`src/rtl/pong_match_pkg.sv`:
```
// pong_match_pkg
// Shared definitions for the pong match controller:
//   - match_state_e : 3-bit match state encoding (IDLE=0 .. OVER=4)
//   - SERVE_LEFT / SERVE_RIGHT : serve direction values driven on serve_dir_o
package pong_match_pkg;

  typedef enum logic [2:0] {
    ST_IDLE  = 3'd0,
    ST_SERVE = 3'd1,
    ST_PLAY  = 3'd2,
    ST_POINT = 3'd3,
    ST_OVER  = 3'd4
  } match_state_e;

  localparam logic SERVE_LEFT  = 1'b0;
  localparam logic SERVE_RIGHT = 1'b1;

endpackage

```
`src/rtl/pong_frame_timer.sv`:
```
// pong_frame_timer
// Loadable frame down-counter. It decrements once per frame pulse and flags
// expiry when a frame pulse arrives while the count is already zero. A load
// takes priority over counting.
// Ports:
//   clk_i, rst_ni  clock, asynchronous active-low reset
//   load_i         load load_val_i into the counter this cycle
//   load_val_i     value to load (frames - 1)
//   frame_i        frame pulse (already qualified by the caller)
//   expire_o       frame pulse seen with the counter at zero (combinational)
module pong_frame_timer #(
  parameter int CNT_W = 6
) (
  input  logic             clk_i,
  input  logic             rst_ni,
  input  logic             load_i,
  input  logic [CNT_W-1:0] load_val_i,
  input  logic             frame_i,
  output logic             expire_o
);

  localparam logic [CNT_W-1:0] CNT_ONE = CNT_W'(1);

  logic [CNT_W-1:0] cnt_q;

  always_ff @(posedge clk_i or negedge rst_ni) begin
    if (!rst_ni) begin
      cnt_q <= '0;
    end else if (load_i) begin
      cnt_q <= load_val_i;
    end else if (frame_i && (cnt_q != '0)) begin
      cnt_q <= cnt_q - CNT_ONE;
    end
  end

  assign expire_o = frame_i && (cnt_q == '0);

endmodule

```
`src/rtl/pong_match_ctrl.sv`:
```
// pong_match_ctrl
// Frame-level match controller for pong: detects goals from the ball X
// position on each frame pulse, keeps both scores, and sequences
// IDLE -> SERVE -> PLAY -> POINT -> (SERVE | OVER).
// Optional build macro: PONG_WIN_BY_TWO_EN (win also needs a lead of 2;
// a saturated score still forces the win).
// Ports:
//   clk_i, rst_ni   clock, asynchronous active-low reset
//   new_frame_i     one-cycle pulse per video frame
//   start_i         start key level (rising edge detected here)
//   ball_x_i        ball X, sampled only on new_frame_i
//   ball_run_o      ball may move (PLAY only)
//   ball_reset_o    one-cycle recentre pulse on each SERVE entry
//   serve_dir_o     0 = serve toward left, 1 = toward right
//   score_l_o/r_o   player scores (saturating)
//   state_o         current state encoding (match_state_e)
//   match_over_o    high in OVER
//   winner_o        0 = left won, 1 = right won (valid with match_over_o)
module pong_match_ctrl
  import pong_match_pkg::*;
#(
  parameter int X_POS_W      = 10,
  parameter int SCORE_W      = 4,
  parameter int WIN_SCORE    = 11,
  parameter int GOAL_L_X     = 4,
  parameter int GOAL_R_X     = 635,
  parameter int SERVE_FRAMES = 60,
  parameter int POINT_FRAMES = 30
) (
  input  logic               clk_i,
  input  logic               rst_ni,
  input  logic               new_frame_i,
  input  logic               start_i,
  input  logic [X_POS_W-1:0] ball_x_i,
  output logic               ball_run_o,
  output logic               ball_reset_o,
  output logic               serve_dir_o,
  output logic [SCORE_W-1:0] score_l_o,
  output logic [SCORE_W-1:0] score_r_o,
  output logic [2:0]         state_o,
  output logic               match_over_o,
  output logic               winner_o
);

  localparam int MAX_FRAMES = (SERVE_FRAMES > POINT_FRAMES) ? SERVE_FRAMES : POINT_FRAMES;
  localparam int CNT_W      = (MAX_FRAMES > 2) ? $clog2(MAX_FRAMES) : 1;

  localparam logic [CNT_W-1:0]   SERVE_LOAD = CNT_W'(SERVE_FRAMES - 1);
  localparam logic [CNT_W-1:0]   POINT_LOAD = CNT_W'(POINT_FRAMES - 1);
  localparam logic [SCORE_W-1:0] SCORE_MAX  = '1;
  localparam logic [SCORE_W-1:0] WIN_S      = SCORE_W'(WIN_SCORE);
  localparam logic [X_POS_W-1:0] GOAL_L     = X_POS_W'(GOAL_L_X);
  localparam logic [X_POS_W-1:0] GOAL_R     = X_POS_W'(GOAL_R_X);

`ifdef PONG_WIN_BY_TWO_EN
  localparam bit WIN_BY_TWO = 1'b1;
`else
  localparam bit WIN_BY_TWO = 1'b0;
`endif

  function automatic logic [SCORE_W-1:0] sat_inc(input logic [SCORE_W-1:0] s);
    return (s == SCORE_MAX) ? s : s + SCORE_W'(1);
  endfunction

  // Saturation forces the win even without the required lead.
  function automatic logic win_check(input logic [SCORE_W-1:0] scorer,
                                     input logic [SCORE_W-1:0] other);
    logic reached;
    logic lead_ok;
    reached = (scorer >= WIN_S);
    lead_ok = ({1'b0, scorer} >= ({1'b0, other} + (SCORE_W + 1)'(2)));
    return (reached && (lead_ok || !WIN_BY_TWO)) || (scorer == SCORE_MAX);
  endfunction

  match_state_e       state_q, state_d;
  logic               start_q;
  logic               start_rise;
  logic               goal_l, goal_r;
  logic               tmr_frame, tmr_load, tmr_expire;
  logic [CNT_W-1:0]   tmr_val;
  logic [SCORE_W-1:0] score_l_q, score_r_q;
  logic [SCORE_W-1:0] scorer, other;
  logic               serve_dir_q, winner_q;
  logic               win_now;
  logic               ball_run_q, ball_reset_q, match_over_q;
  logic               ball_run_d, ball_reset_d, match_over_d;

  assign start_rise = start_i && !start_q;
  assign goal_l     = new_frame_i && (ball_x_i <= GOAL_L);
  assign goal_r     = new_frame_i && (ball_x_i >= GOAL_R);
  assign tmr_frame  = new_frame_i && ((state_q == ST_SERVE) || (state_q == ST_POINT));

  // The last goal decides the serve direction, so it also identifies the scorer.
  assign scorer  = (serve_dir_q == SERVE_LEFT) ? score_r_q : score_l_q;
  assign other   = (serve_dir_q == SERVE_LEFT) ? score_l_q : score_r_q;
  assign win_now = win_check(scorer, other);

  pong_frame_timer #(
    .CNT_W(CNT_W)
  ) u_frame_timer (
    .clk_i     (clk_i),
    .rst_ni    (rst_ni),
    .load_i    (tmr_load),
    .load_val_i(tmr_val),
    .frame_i   (tmr_frame),
    .expire_o  (tmr_expire)
  );

  // State register
  always_ff @(posedge clk_i or negedge rst_ni) begin
    if (!rst_ni) begin
      state_q <= ST_IDLE;
    end else begin
      state_q <= state_d;
    end
  end

  // Next-state logic
  always_comb begin
    state_d = state_q;
    unique case (state_q)
      ST_IDLE, ST_OVER: if (start_rise) state_d = ST_SERVE;
      ST_SERVE:         if (tmr_expire) state_d = ST_PLAY;
      ST_PLAY:          if (goal_l || goal_r) state_d = ST_POINT;
      ST_POINT:         if (tmr_expire) state_d = win_now ? ST_OVER : ST_SERVE;
      default:          state_d = ST_IDLE;
    endcase
  end

  // Output logic (next values of the registered outputs, timer loads)
  always_comb begin
    ball_run_d   = (state_d == ST_PLAY);
    ball_reset_d = (state_d == ST_SERVE) && (state_q != ST_SERVE);
    match_over_d = (state_d == ST_OVER);
    tmr_load     = ball_reset_d || ((state_d == ST_POINT) && (state_q != ST_POINT));
    tmr_val      = ball_reset_d ? SERVE_LOAD : POINT_LOAD;
  end

  // Registered outputs and match datapath
  always_ff @(posedge clk_i or negedge rst_ni) begin
    if (!rst_ni) begin
      start_q      <= 1'b0;
      ball_run_q   <= 1'b0;
      ball_reset_q <= 1'b0;
      match_over_q <= 1'b0;
      score_l_q    <= '0;
      score_r_q    <= '0;
      serve_dir_q  <= SERVE_LEFT;
      winner_q     <= 1'b0;
    end else begin
      start_q      <= start_i;
      ball_run_q   <= ball_run_d;
      ball_reset_q <= ball_reset_d;
      match_over_q <= match_over_d;
      if (((state_q == ST_IDLE) || (state_q == ST_OVER)) && start_rise) begin
        score_l_q   <= '0;
        score_r_q   <= '0;
        serve_dir_q <= SERVE_LEFT;
        winner_q    <= 1'b0;
      end else if (state_q == ST_PLAY) begin
        if (goal_l) begin
          score_r_q   <= sat_inc(score_r_q);
          serve_dir_q <= SERVE_LEFT;
        end else if (goal_r) begin
          score_l_q   <= sat_inc(score_l_q);
          serve_dir_q <= SERVE_RIGHT;
        end
      end else if ((state_q == ST_POINT) && tmr_expire && win_now) begin
        winner_q <= (serve_dir_q == SERVE_LEFT);
      end
    end
  end

  assign ball_run_o   = ball_run_q;
  assign ball_reset_o = ball_reset_q;
  assign serve_dir_o  = serve_dir_q;
  assign score_l_o    = score_l_q;
  assign score_r_o    = score_r_q;
  assign state_o      = state_q;
  assign match_over_o = match_over_q;
  assign winner_o     = winner_q;

endmodule
```
`config.mk`:
```
export PLATFORM = sky130hd
export DESIGN_NAME = pong_match_ctrl
export DESIGN_NICKNAME = d
export VERILOG_FILES = /design/src/rtl/pong_match_pkg.sv /design/src/rtl/pong_frame_timer.sv /design/src/rtl/pong_match_ctrl.sv
export SDC_FILE = /design/constraint.sdc
export NUM_CORES = 1
export LEC_CHECK = 0
export BUFFER_PORTS_ARGS = -buffer_cell sky130_fd_sc_hd__buf_4
export CELL_PAD_IN_SITES_DETAIL_PLACEMENT = 0
export CELL_PAD_IN_SITES_GLOBAL_PLACEMENT = 1
export CORE_ASPECT_RATIO = 1.2
export CORE_UTILIZATION = 36
export DETAILED_ROUTE_END_ITERATION = 10
export GPL_TIMING_DRIVEN = 0
export PLACE_DENSITY_LB_ADDON = 0.1
export SLEW_MARGIN = 20
export SYNTH_ARGS = -nofsm -noshare
export SYNTH_HDL_FRONTEND = slang
export SYNTH_SLANG_ARGS = --single-unit
```
`constraint.sdc`:
```
create_clock -name clk_i -period 1.85 [get_ports clk_i]
set_clock_uncertainty 0.15 [all_clocks]
set_input_delay 0.185 -clock clk_i [delete_from_list [all_inputs] [get_ports clk_i]]
set_output_delay 0.185 -clock clk_i [all_outputs]
set_load 0.01 [all_outputs]
```
==> Word-level counts from Yosys, hierarchy flattened <==
Index checks and enable logic that the tools add are counted.
{ "classes": {"bitwise": 1, "reduce_logical": 31, "magnitude_cmp": 3, "n_eq_ne": 17, "add_sub_neg": 3, "muxes": 26} }
{ "ops": {"columns": ["cell", "n"], "rows": [
  ["4-bit 2-to-1 mux", 10],
  ["6-bit 2-to-1 mux", 3],
  ["3-bit 2-to-1 mux", 5],
  ["3-bit by 2-bit == test with 1-bit output (second input constant)", 4],
  ["4-bit == test (second input constant)", 3],
  ["3-bit case mux with 4 select lines", 1],
  ["1-bit logical AND", 11],
  ["10-bit greater-or-equal comparator (second input constant)", 1],
  ["10-bit by 3-bit <= comparator with 1-bit output (second input constant)", 1],
  ["2-bit nonzero test", 5],
  ["4-bit by 1-bit adder with 4-bit output (second input constant)", 2],
  ["1-bit 2-to-1 mux", 7],
  ["3-bit by 1-bit == test with 1-bit output (second input constant)", 2],
  ["3-bit == test (second input constant)", 2],
  ["6-bit zero test", 1],
  ["2-bit inequality test (second input constant)", 3],
  ["6-bit nonzero test", 1],
  ["6-bit by 1-bit subtractor with 6-bit output (second input constant)", 1],
  ["1-bit logical OR", 5],
  ["4-bit greater-or-equal comparator (second input constant)", 1],
  ["2-bit AND reduction", 2],
  ["4-bit AND reduction", 1],
  ["3-bit zero test", 1],
  ["3-bit by 1-bit inequality test with 1-bit output (second input constant)", 1],
  ["other kinds (7)", 7]
]} }
{ "totals": {"inputBits": 14, "out_inout_bits": 16, "wordCells": 91, "register_bits": 23} }

==> Depth between registers and ports, before layout <==
Gate-level depths: netlist of run 1.
{ "logic_depth": {"depth_word": 10, "ltp_mapped": 7, "mapped_depth_nobuf": 7} }

==> Hierarchy <==
A second synthesis of run 1 with hierarchy kept.
{ "unflattened": {"cells_unflattened": 140, "area_unflattened_um2": 1392.6} }
{ "by_module_without_submodules": {"columns": ["module", "n_inst", "cells_each", "seq_area_each_um2", "area_each_um2"], "rows": [
  ["pong_match_ctrl", 1, 92, 425.4, 960.9],
  ["pong_frame_timer", 1, 48, 150.1, 431.7]
]} }

==> Least setup slack after synthesis of run 1 <==
Ideal clock, no wire load.
{ "synth_path": {"path_kind": "flip-flop to flip-flop", "from": "register u_frame_timer.cnt_q[0]", "to": "register u_frame_timer.cnt_q[2]", "required_ps": 1582, "path_slack_ps": 54, "setup_ps": 118, "arrival_ps": 1528, "n_path_buf": 0, "path_stages_with_launch": 8, "period_less_slack_ps": 1796, "cell_sequence": "dfrtp_1 inv_1 ha_1 nor2b_1 nand3_1 o31ai_4 mux2i_1 a21o_1"} }
{ "synth_via": {"elab_chain_cells": 8, "word_cells_on_any_way": 17, "cone_classes": "1 x add/sub; 2 x eq/ne; 6 x mux; 8 x reduce/logical"} }
{ "synth_lines": {"columns": ["item", "line_no", "rtl"], "rows": [
  ["start, declared", "pong_frame_timer.sv:24", "logic [CNT_W-1:0] cnt_q;"],
  ["start signal, assigned", "pong_frame_timer.sv:30", "cnt_q <= load_val_i;"],
  ["start signal, assigned", "pong_frame_timer.sv:32", "cnt_q <= cnt_q - CNT_ONE;"],
  ["6-bit zero test (*)", "pong_frame_timer.sv:36", "assign expire_o = frame_i && (cnt_q == '0);"],
  ["1-bit logical AND (*)", "pong_frame_timer.sv:36", null],
  ["3-bit 2-to-1 mux (on tied branches)", "pong_match_ctrl.sv:125, pong_match_ctrl.sv:123", null],
  ["3-bit case mux with 4 select lines (*)", "pong_match_ctrl.sv:121", "unique case (state_q)"],
  ["3-bit by 1-bit == test with 1-bit output (*)", "pong_match_ctrl.sv:133", "ball_reset_d = (state_d == ST_SERVE) && (state_q != ST_SERVE);"],
  ["1-bit logical AND (*)", "pong_match_ctrl.sv:133", null],
  ["named net ball_reset_d", "pong_match_ctrl.sv:86", "logic ball_run_d, ball_reset_d, match_over_d;"],
  ["6-bit 2-to-1 mux / 1-bit logical OR (equally long branches)", "pong_match_ctrl.sv:136, pong_match_ctrl.sv:135", null],
  ["6-bit 2-to-1 mux / 2-bit nonzero test (equally long branches)", null, null]
]} }
Mark *: on every way through the listed nets, which the timed path passes. The rest lies on a longest branch. The select of a mux whose other input is x is not followed.
A chain may end at the register's enable or synchronous reset.

==> Final worst setup path of run 1 <==
{ "layout_path": {"from": "register score_r_q[1], in the netlist score_r_o[1]", "to": "register u_frame_timer.cnt_q[5]"} }
{ "layout_via": {"elab_chain_cells": 10, "word_cells_on_any_way": 15, "cone_classes": "1 x order compare; 3 x eq/ne; 6 x mux; 5 x reduce/logical"} }
{ "layout_lines": {"columns": ["item", "line_no", "rtl"], "rows": [
  ["start, declared", "pong_match_ctrl.sv:81", "logic [SCORE_W-1:0] score_l_q, score_r_q;"],
  ["start signal, assigned", "pong_match_ctrl.sv:162", "score_r_q <= sat_inc(score_r_q);"],
  ["4-bit 2-to-1 mux (*)", "pong_match_ctrl.sv:94", "assign scorer = (serve_dir_q == SERVE_LEFT) ? score_r_q : score_l_q;"],
  ["4-bit greater-or-equal comparator / 4-bit == test (equally long branches)", "pong_match_ctrl.sv:70, pong_match_ctrl.sv:72", null],
  ["1-bit logical OR (*)", "pong_match_ctrl.sv:72", "return (reached && (lead_ok || !WIN_BY_TWO)) || (scorer == SCORE_MAX);"],
  ["3-bit 2-to-1 mux (*) (2 in series)", "pong_match_ctrl.sv:125", "ST_POINT: if (tmr_expire) state_d = win_now ? ST_OVER : ST_SERVE;"],
  ["3-bit case mux with 4 select lines (*)", "pong_match_ctrl.sv:121", null],
  ["3-bit by 1-bit == test with 1-bit output (*)", "pong_match_ctrl.sv:133", null],
  ["1-bit logical AND (*)", "pong_match_ctrl.sv:133", null],
  ["named net ball_reset_d", "pong_match_ctrl.sv:86", null],
  ["6-bit 2-to-1 mux / 1-bit logical OR (equally long branches)", "pong_match_ctrl.sv:136, pong_match_ctrl.sv:135", null],
  ["6-bit 2-to-1 mux / 2-bit nonzero test (equally long branches)", null, null]
]} }
Mark *: on every way through the listed nets, which the timed path passes. The rest lies on a longest branch.

==> metrics.yaml, run 1 <==
status:
  status: "finished clean"
clock_tree:
  cts_max_level: 1
  clkTransAtPathRegs_ns: 0.09
  cts_root_buf: "clkbuf_8"
  cts_made_buffers: 3
  insertion_delay_ns: 0.26
  cts_buffer_depth: 2
  cts_sinks: 23
  cts_tree: "done"
yosys:
  ys_types: 39
  ys_dominant_reg_cell: "dfrtp_1"
  yosysWarnings: 0
  synth_top_area_cell: "dfrtp_1"
  syn-num-nets: 145
  synth_common_cells: "dfrtp_1, nand2_1, nand3_1, nor2_1, inv_1"
  yosysTopAreaCellShare_pct: 44.8
  ys_async_sr_fraction_pct: 100
  synthTopCellsByArea: "dfrtp_1, nand3_1, ha_1"
  synth_seq_area_share_pct: 44.8
  synth_most_common_cell: "dfrtp_1"
  synth.avg_cell_area_um2: 10.1
  syn_inst: 127
  synth_seq_cells: 23
  syn-cell-area_um2: 1280
  synth_edf_count: 0
setup_path:
  cp_max_fo: 5
  startpoint_type: "flop"
  timing.rr.start: "score_r_o[1]$_DFFE_PN0P_"
  end_kind: "flop"
  r2r_end: "u_frame_timer.cnt_q[5]$_DFFE_PN0P_"
  cp-startpoint: "score_r_o[1]$_DFFE_PN0P_"
  arrival_ns: 1.80
  critPathRequiredTime_ns: 1.85
  crit_end: "u_frame_timer.cnt_q[5]$_DFFE_PN0P_"
  reg2reg_depth: 5
  path_class: "reg2reg"
  r2r_slack_ns: 0.05
cells_and_area:
  finalNetCount: 194
  regArea_um2: 582
  fillerInstances: 324
  multi_input_area_um2: 726
  drive_gt1_share_pct: 40.6
  final_cell_area_um2: 1770
  diodes: 0
  area_growth_pct: 37.5
floorplan:
  pin_count: 30
  die-area_um2: 3810
  num_rows: 23
  coreArea_um2: 3370
  initial_core_util_pct: 38.1
  die_y_um: 67.4
  die-width_um: 56.5
sta:
  max_slew.worst_pin.slew_ns: 0.664
  finalSetupViolCount: 0
  hold_viol_final: 0
  whs_ns: 0.102
  fin_crit_ns: 1.80
  rsz0062_at_grt: "true"
  relSlewSlack_pct: 55.4
  setup_total_negative_slack_ns: 0
  maxSlewViolCount: 0
  period_share_pct: 97.3
  maxClockFrequency_ghz: 0.556
power:
  powerDensity_nw_per_um2: 873
  leakage_nw: 0.801
  peakVddDrop_uv: 522
global_routing:
  first_global_vias: 1075
  grt_use_total_pct: 16.1
  antenna_found_initial: 0
  gr-total-overflow: 0
  grt_max_degree: 24
  grt_pass1_wl_um: 4790
detailed_routing:
  via_per_inst: 5.35
  wl_per_cell_um: 14.5
  drt-pass1-iter-count: 4
  routed_wl_um: 3070
  drt_first_iter_violations: 13
  vias: 1135
  antenna_left: 0
  remaining_drc_errors: 0
placement:
  dpl.hpwl_um: 2110
  gp_congestion: 0.784
  placed_area_um2: 1550
  io_buffer_count: 29
hold_path:
  hold_path_class: "in2reg"
run:
  maxCapViolCount: 0
[kinds of logic after synthesis]
family	synth area share (%)
AOI/OAI and AO/OA	15.5
xor gates and xnor gates	4.09
adders and majority gates	3.90
buffers and inverters	3.22
DFF	44.8
muxes	2.34
and+or+nand+nor	26.1
[worst max-delay path, stage by stage, from the launching register on]
cell     delay [ns]
dfrtp_1        0.43
a21oi_2        0.10
o32ai_4        0.38
o31ai_4        0.13
buf_4          0.16
o311a_1        0.32
[registers in the layout (all words and copies together) (netlist names)]
name                 count
serve_dir_o              1
ball_run_o               1
match_over_o             1
u_frame_timer.cnt_q      6
score_r_o                4
ball_reset_o             1
start_q                  1
score_l_o                4
state_o                  3
winner_o                 1
[how the worst min path moves through the flow]
stage	end	start	depth (start not counted)
finish	state_o[2]$_DFF_PN0_	start_i	4
global route	state_o[2]$_DFF_PN0_	start_i	4
CTS	state_o[2]$_DFF_PN0_	start_i	4
detailed placement	u_frame_timer.cnt_q[2]$_DFFE_PN0P_	rst_ni	1
global placement	u_frame_timer.cnt_q[0]$_DFFE_PN0P_	rst_ni	1
floorplan	ball_reset_o$_DFF_PN0_	rst_ni	0
[placed cells by master, fill, tap and decap left out, types with 3 or more instances in the layout]
cell,n
nand4_1,3
nor2_1,9
o21ai_0,5
clkbuf_8,3
ha_1,4
dfrtp_1,18
dfrtp_2,5
a21oi_2,3
nor3_1,5
nand2_1,13
buf_4,42
xor2_1,4
inv_1,6
mux2i_1,3
nand3_1,10
[stage by stage]
step	std cells	power [mW]	util [%]	setup slack (ns)
6_report	212	1.54	52.4	0.0499
5_1_grt	212	1.64	52.4	-0.0576
4_1_cts	201	1.46	49.2	0.000850
3_5_place_dp	193	1.12	46.0	-0.147
3_3_place_gp	193	1.11	46.0	-0.122
2_1_floorplan	127	0.973	-	0.0543
[power by group]
part	switching, mW	internal (mW)	leakage, nW	total [mW]
sequential	0.134	0.600	0.285	0.734
combinational	0.235	0.259	0.490	0.494
clock	0.163	0.150	0.0255	0.313
[repair_timing]
item | CTS | global route
hold buffers | 2 | 0
cloned | 0 | 1
hold endpoints to repair | 24 | 0
setup endpoints to repair | 9 | 11
gates resized for setup | 6 | 12
setup buffers | 2 | 11
pin swaps | 2 | 8
[area by class of cell]
cell class	count	area share, %
Clock buffer	3	2.34
Timing Repair Buffer	44	19.0
Clock inverter	1	0.283
Multi-Input combinational cell	96	41.1
Inverter	8	1.70
Sequential cell	23	33.0
Tap cell	37	2.62
[routing by layer]
layer	vias to the layer above	global-route usage [%]	part of all wire (%)
li1	558	-	-
met5	-	0	0
met1	548	19.0	43
met2	25	29.3	54
met3	4	2.87	2.8
met4	0	5.79	0.88
Power figures use the tool's default switching activity.
==> run 2, diff against run 1 <==
- CORE_ASPECT_RATIO: 1.2 -> 1.4
- GPL_TIMING_DRIVEN: 0 -> 1
==> run 2 against run 1 <==
Sequential power is 5.3% lower. Worst hold slack better by 0.10 ns. Critical path depth is 1 higher. First-iteration DRC count is 15% higher. Non-clock buffer count is 2 higher. Count of clock-buffer cells in the layout stayed put. Worst setup slack better by 0.055 ns.
==> metrics.yaml, run 2 (synthesized netlist as in run 1, its figures left out) <==
setup_path:
  end_kind: "flop"  # unchanged
  path_class: "reg2reg"  # unchanged
  startpoint_type: "flop"  # unchanged
  cp_max_fo: 5  # unchanged
  critPathRequiredTime_ns: 1.86  # was 1.85 ns
  arrival_ns: 1.76  # was 1.80 ns
detailed_routing:
  drt_first_iter_violations: 15  # was 13
  antenna_left: 0  # unchanged
  vias: 1097  # was 1135
  remaining_drc_errors: 0  # unchanged
  wl_per_cell_um: 13.4  # was 14.5 um
  via_per_inst: 5.08  # was 5.35
  drt-pass1-iter-count: 4  # unchanged
  routed_wl_um: 2900  # was 3070 um
sta:
  rsz0062_at_grt: "false"  # was true
  maxSlewViolCount: 0  # unchanged
  period_share_pct: 94.3  # was 97.3%
  hold_viol_final: 0  # unchanged
  max_slew.worst_pin.slew_ns: 0.411  # was 0.664 ns
  finalSetupViolCount: 0  # unchanged
  relSlewSlack_pct: 72.6  # was 55.4%
  maxClockFrequency_ghz: 0.573  # was 0.556 GHz
  fin_crit_ns: 1.74  # was 1.80 ns
  setup_ws_ns: 0.105  # was 0.0499 ns
clock_tree:
  cts_max_level: 1  # unchanged
  clkTransAtPathRegs_ns: 0.09  # about the same
  cts_sinks: 23  # unchanged
  cts_buffer_depth: 2  # unchanged
  insertion_delay_ns: 0.26  # about the same
  cts_root_buf: "clkbuf_8"  # unchanged
  cts_tree: "done"  # unchanged
  cts_made_buffers: 3  # unchanged
cells_and_area:
  largest_register_ffs: 6  # unchanged
  multi_input_area_um2: 717  # was 726 um2
  final_common_cell: "buf_4"  # unchanged
  area_growth_pct: 37.9  # was 37.5%
  finalNetCount: 195  # was 194
  drive_gt1_share_pct: 38.6  # was 40.6%
  final_cell_mix: "buf_4, dfrtp_1, nand2_1, nor2_1, nand3_1"  # was buf_4, dfrtp_1, nand2_1, nand3_1, nor2_1
  fillerInstances: 327  # was 324
  largest_register: "u_frame_timer.cnt_q"  # unchanged
  fin_cells: 216  # was 212
  diodes: 0  # unchanged
  regArea_um2: 577  # was 582 um2
  final_core_util_pct: 52.4  # about the same
power:
  seqPwrFrac_pct: 44.2  # was 47.6%
  pwr-share-clk_pct: 20.0  # was 20.3%
  powerDensity_nw_per_um2: 887  # was 873 nW/um2
  p_comb_share_pct: 35.7  # was 32.0%
  switching_power_mw: 0.523  # was 0.532 mW
  leakage_nw: 0.810  # was 0.801 nW
  intPower_mw: 1.05  # was 1.01 mW
  finalPower_mw: 1.57  # was 1.54 mW
  swShare_pct: 33.3  # was 34.5%
  peakVddDrop_uv: 515  # was 522 uV
status:
  status: "finished clean"  # unchanged
placement:
  pre_cts_slack_ns: -0.0804  # was -0.147 ns
  io_buffer_count: 29  # unchanged
  gp_congestion: 0.776  # was 0.784
  dp.cells: 209  # was 193
  dpl.hpwl_um: 2240  # was 2110 um
floorplan:
  die-area_um2: 3810  # about the same
  die-width_um: 52.5  # was 56.5 um
  num_rows: 25  # was 23
  coreArea_um2: 3380  # was 3370 um2
  pin_count: 30  # unchanged
  initial_core_util_pct: 38.0  # was 38.1%
  die_y_um: 72.7  # was 67.4 um
global_routing:
  gr-total-overflow: 0  # unchanged
  antenna_found_initial: 0  # unchanged
  grt_use_total_pct: 16.9  # was 16.1%
  grt_pass1_wl_um: 4710  # was 4790 um
  grt_max_degree: 24  # unchanged
  first_global_vias: 1077  # was 1075
run:
  maxCapViolCount: 0  # unchanged
hold_path:
  hold_path_class: "in2async"  # was in2reg
## run 2: final cells by class
class	count	share of cell area, %
tap	40	2.83
clock inverter	1	0.283
timing repair buffer	46	19.8
inverter	8	1.70
multi-input combinational	95	40.5
sequential	23	32.6
clock buffer	3	2.33
## run 2: routing by layer
| metal | share of wire, % | track usage (%) |
|---|---|---|
| met4 | 0.86 | 6.14 |
| met3 | 2.3 | 1.88 |
| met2 | 57 | 32.3 |
| met1 | 39 | 18.2 |
| met5 | 0 | 0 |
## run 2: power groups by stage
stage                     sequential (mW)  combinational (mW)  clock (mW)
after global routing                0.712               0.623       0.346
after floorplan                     0.707               0.266           0
after global placement              0.684               0.518           0
after detailed placement            0.687               0.531           0
final                               0.695               0.562       0.314
after CTS                           0.690               0.542       0.330
## run 2: what timing repair did
action	4_1_cts	5_1_grt
cloned	0	0
setup endpoints to repair	2	10
pin swaps	1	1
hold buffers	2	0
endpoints found under the hold margin	24	0
buffers inserted	0	1
resized for setup	2	12
## run 2: worst paths after layout
| kind | start | to | slack (ns) | cells after the start |
|---|---|---|---|---|
| worst max-delay path | state_o[2]$_DFF_PN0_ | u_frame_timer.cnt_q[2]$_DFFE_PN0P_ | 0.11 | 6 |
| worst min-delay path | rst_ni | u_frame_timer.cnt_q[4]$_DFFE_PN0P_ | 0.20 | 2 |
| worst max register to register | state_o[2]$_DFF_PN0_ | u_frame_timer.cnt_q[2]$_DFFE_PN0P_ | 0.11 | 6 |
| worst min register to register | winner_o$_DFFE_PN0P_ | winner_o$_DFFE_PN0P_ | 0.38 | 2 |
| max in group asynchronous | rst_ni | state_o[2]$_DFF_PN0_ | 1.08 | 2 |
| min in group clk_i | new_frame_i | ball_reset_o$_DFF_PN0_ | 0.22 | 4 |
## run 2: per-stage QoR
step	hold WS [ns]	area [um2]	TNS [ns]
6_report	0.204	1770	0
5_1_grt	0.223	1770	0
4_1_cts	0.207	1720	0
3_5_place_dp	-0.0448	1650	-0.142
3_3_place_gp	-0.0502	1650	0
2_1_floorplan	-0.261	1280	0
## run 2: worst max-delay path, cell delays in order (launching register included)
cell and delay [ns]:
dfrtp_2 0.45, buf_4 0.15, nor2b_1 0.14, nand2_1 0.12
o31ai_4 0.33, mux2i_1 0.13, a21o_1 0.17
==> run 3, diff against run 2 <==
- PLACE_DENSITY: default -> 0.82
- PLACE_DENSITY_LB_ADDON: 0.1 -> default
==> run 3 against run 2 <==
Critical path depth grew 1. Combinational power is 2% lower. Power decreased by 0.63%. Register-to-register slack worse by 0.05 ns. Routed wire length decreased by 0.69%. Final cell count fell by 1.4%. Critical path type unchanged. Largest power group unchanged. Highest routed layer unchanged.
==> metrics.yaml, run 3 (synthesized netlist as in run 1, its figures left out) <==
status:
  status: "finished clean"  # unchanged
global_routing:
  grt_use_total_pct: 16.4  # was 16.9%
  grt_max_degree: 24  # unchanged
  grt_pass1_wl_um: 4690  # was 4710 um
  antenna_found_initial: 0  # unchanged
  first_global_vias: 1100  # was 1077
  gr-total-overflow: 0  # unchanged
sta:
  hold_viol_final: 0  # unchanged
  max_slew.worst_pin.slew_ns: 0.326  # was 0.411 ns
  period_share_pct: 97.1  # was 94.3%
  finalSetupViolCount: 0  # unchanged
  setup_ws_ns: 0.0543  # was 0.105 ns
  maxClockFrequency_ghz: 0.557  # was 0.573 GHz
  maxSlewViolCount: 0  # unchanged
  relSlewSlack_pct: 78.1  # was 72.6%
  rsz0062_at_grt: "true"  # was false
  setup_total_negative_slack_ns: 0  # unchanged
  fin_crit_ns: 1.80  # was 1.74 ns
clock_tree:
  cts_made_buffers: 3  # unchanged
  insertion_delay_ns: 0.26  # about the same
  cts_max_level: 1  # unchanged
  cts_sinks: 23  # unchanged
  cts_root_buf: "clkbuf_8"  # unchanged
  clkTransAtPathRegs_ns: 0.08  # was 0.09 ns
  cts_tree: "done"  # unchanged
  cts_buffer_depth: 2  # unchanged
floorplan:
  pin_count: 30  # unchanged
  die-area_um2: 3810  # unchanged
  die-width_um: 52.5  # unchanged
  die_y_um: 72.7  # unchanged
  coreArea_um2: 3380  # unchanged
  num_rows: 25  # unchanged
  initial_core_util_pct: 38.0  # unchanged
cells_and_area:
  final_cell_area_um2: 1740  # was 1770 um2
  diodes: 0  # unchanged
  final_core_util_pct: 51.4  # was 52.4%
  largest_register_ffs: 6  # unchanged
  final_common_cell: "buf_4"  # unchanged
  finalNetCount: 192  # was 195
  area_growth_pct: 35.4  # was 37.9%
  largest_register: "u_frame_timer.cnt_q"  # unchanged
  drive_gt1_share_pct: 35.8  # was 38.6%
  final_cell_mix: "buf_4, dfrtp_1, nand2_1, nor2_1, nand3_1"  # unchanged
power:
  powerDensity_nw_per_um2: 898  # was 887 nW/um2
  leakage_nw: 0.796  # was 0.810 nW
  finalPower_mw: 1.56  # was 1.57 mW
  peakVddDrop_uv: 556  # was 515 uV
placement:
  placed_area_um2: 1620  # was 1650 um2
  dpl.hpwl_um: 2200  # was 2240 um
  io_buffer_count: 29  # unchanged
  gp_congestion: 0.841  # was 0.776
  pre_cts_slack_ns: -0.0613  # was -0.0804 ns
setup_path:
  arrival_ns: 1.80  # was 1.76 ns
  critPathRequiredTime_ns: 1.86  # about the same
  startpoint_type: "flop"  # unchanged
  end_kind: "flop"  # unchanged
  cp_max_fo: 5  # unchanged
  path_class: "reg2reg"  # unchanged
detailed_routing:
  vias: 1123  # was 1097
  drt_first_iter_violations: 20  # was 15
  remaining_drc_errors: 0  # unchanged
  wl_per_cell_um: 13.5  # was 13.4 um
  via_per_inst: 5.27  # was 5.08
  drt-pass1-iter-count: 4  # unchanged
  routed_wl_um: 2880  # was 2900 um
  antenna_left: 0  # unchanged
hold_path:
  hold_path_class: "in2reg"  # was in2async
run:
  maxCapViolCount: 0  # unchanged
run 3: critical path: stages (launching register included):
cell	delay [ns]
dfrtp_1	0.40
inv_2	0.07
ha_1	0.14
nor2b_4	0.20
nand3_2	0.10
o31ai_4	0.35
mux2i_1	0.11
a21o_1	0.17
run 3: area by class of cell:
| type | count | area [um2] |
|---|---|---|
| clock buffers | 4 | 45.0 |
| fillers | 325 | 1640 |
| inverters | 8 | 30.0 |
| multi-input cells | 95 | 709 |
| flip-flops and latches | 23 | 576 |
| well taps | 40 | 50.0 |
| repair buffers | 43 | 328 |
run 3: what timing repair did:
action / 4_1_cts / 5_1_grt
pin swaps: 1 / 5
resized for setup: 1 / 10
gates cloned: 0 / 0
endpoints found under the setup margin: 2 / 10
hold endpoints to repair: 24 / 0
setup buffers: 0 / 1
hold buffers: 2 / 0
run 3: stage by stage:
step                      instances  hold slack (ns)
after global routing            213            0.144
after global placement          206          -0.0570
after CTS                       212            0.147
after floorplan                 127           -0.261
final                           213            0.136
after detailed placement        206          -0.0532
run 3: report_power, final:
part	internal (mW)	switching [mW]
logic	0.293	0.260
clock network	0.153	0.156
registers	0.598	0.102
total	1.04	0.517
run 3: final timing paths:
kind / startpoint / to / slack (ns) / cells past startpoint
max: u_frame_timer.cnt_q[0]$_DFFE_PN0P_ / u_frame_timer.cnt_q[2]$_DFFE_PN0P_ / 0.05 / 7
min: new_frame_i / ball_reset_o$_DFF_PN0_ / 0.14 / 3
max reg2reg: u_frame_timer.cnt_q[0]$_DFFE_PN0P_ / u_frame_timer.cnt_q[2]$_DFFE_PN0P_ / 0.05 / 7
min reg2reg: winner_o$_DFFE_PN0P_ / winner_o$_DFFE_PN0P_ / 0.39 / 2
max in group asynchronous: rst_ni / score_r_o[3]$_DFFE_PN0P_ / 1.13 / 2
min in group asynchronous: rst_ni / u_frame_timer.cnt_q[5]$_DFFE_PN0P_ / 0.19 / 2
run 3: per-layer routing:
| layer | global-route usage [%] | up-vias | share of wire [%] |
|---|---|---|---|
| li1 | - | 544 | - |
| met1 | 18.0 | 561 | 42 |
| met2 | 30.7 | 16 | 55 |
| met3 | 2.08 | 2 | 2.2 |
| met4 | 6.43 | 0 | 0.56 |
| met5 | 0 | - | 0 |
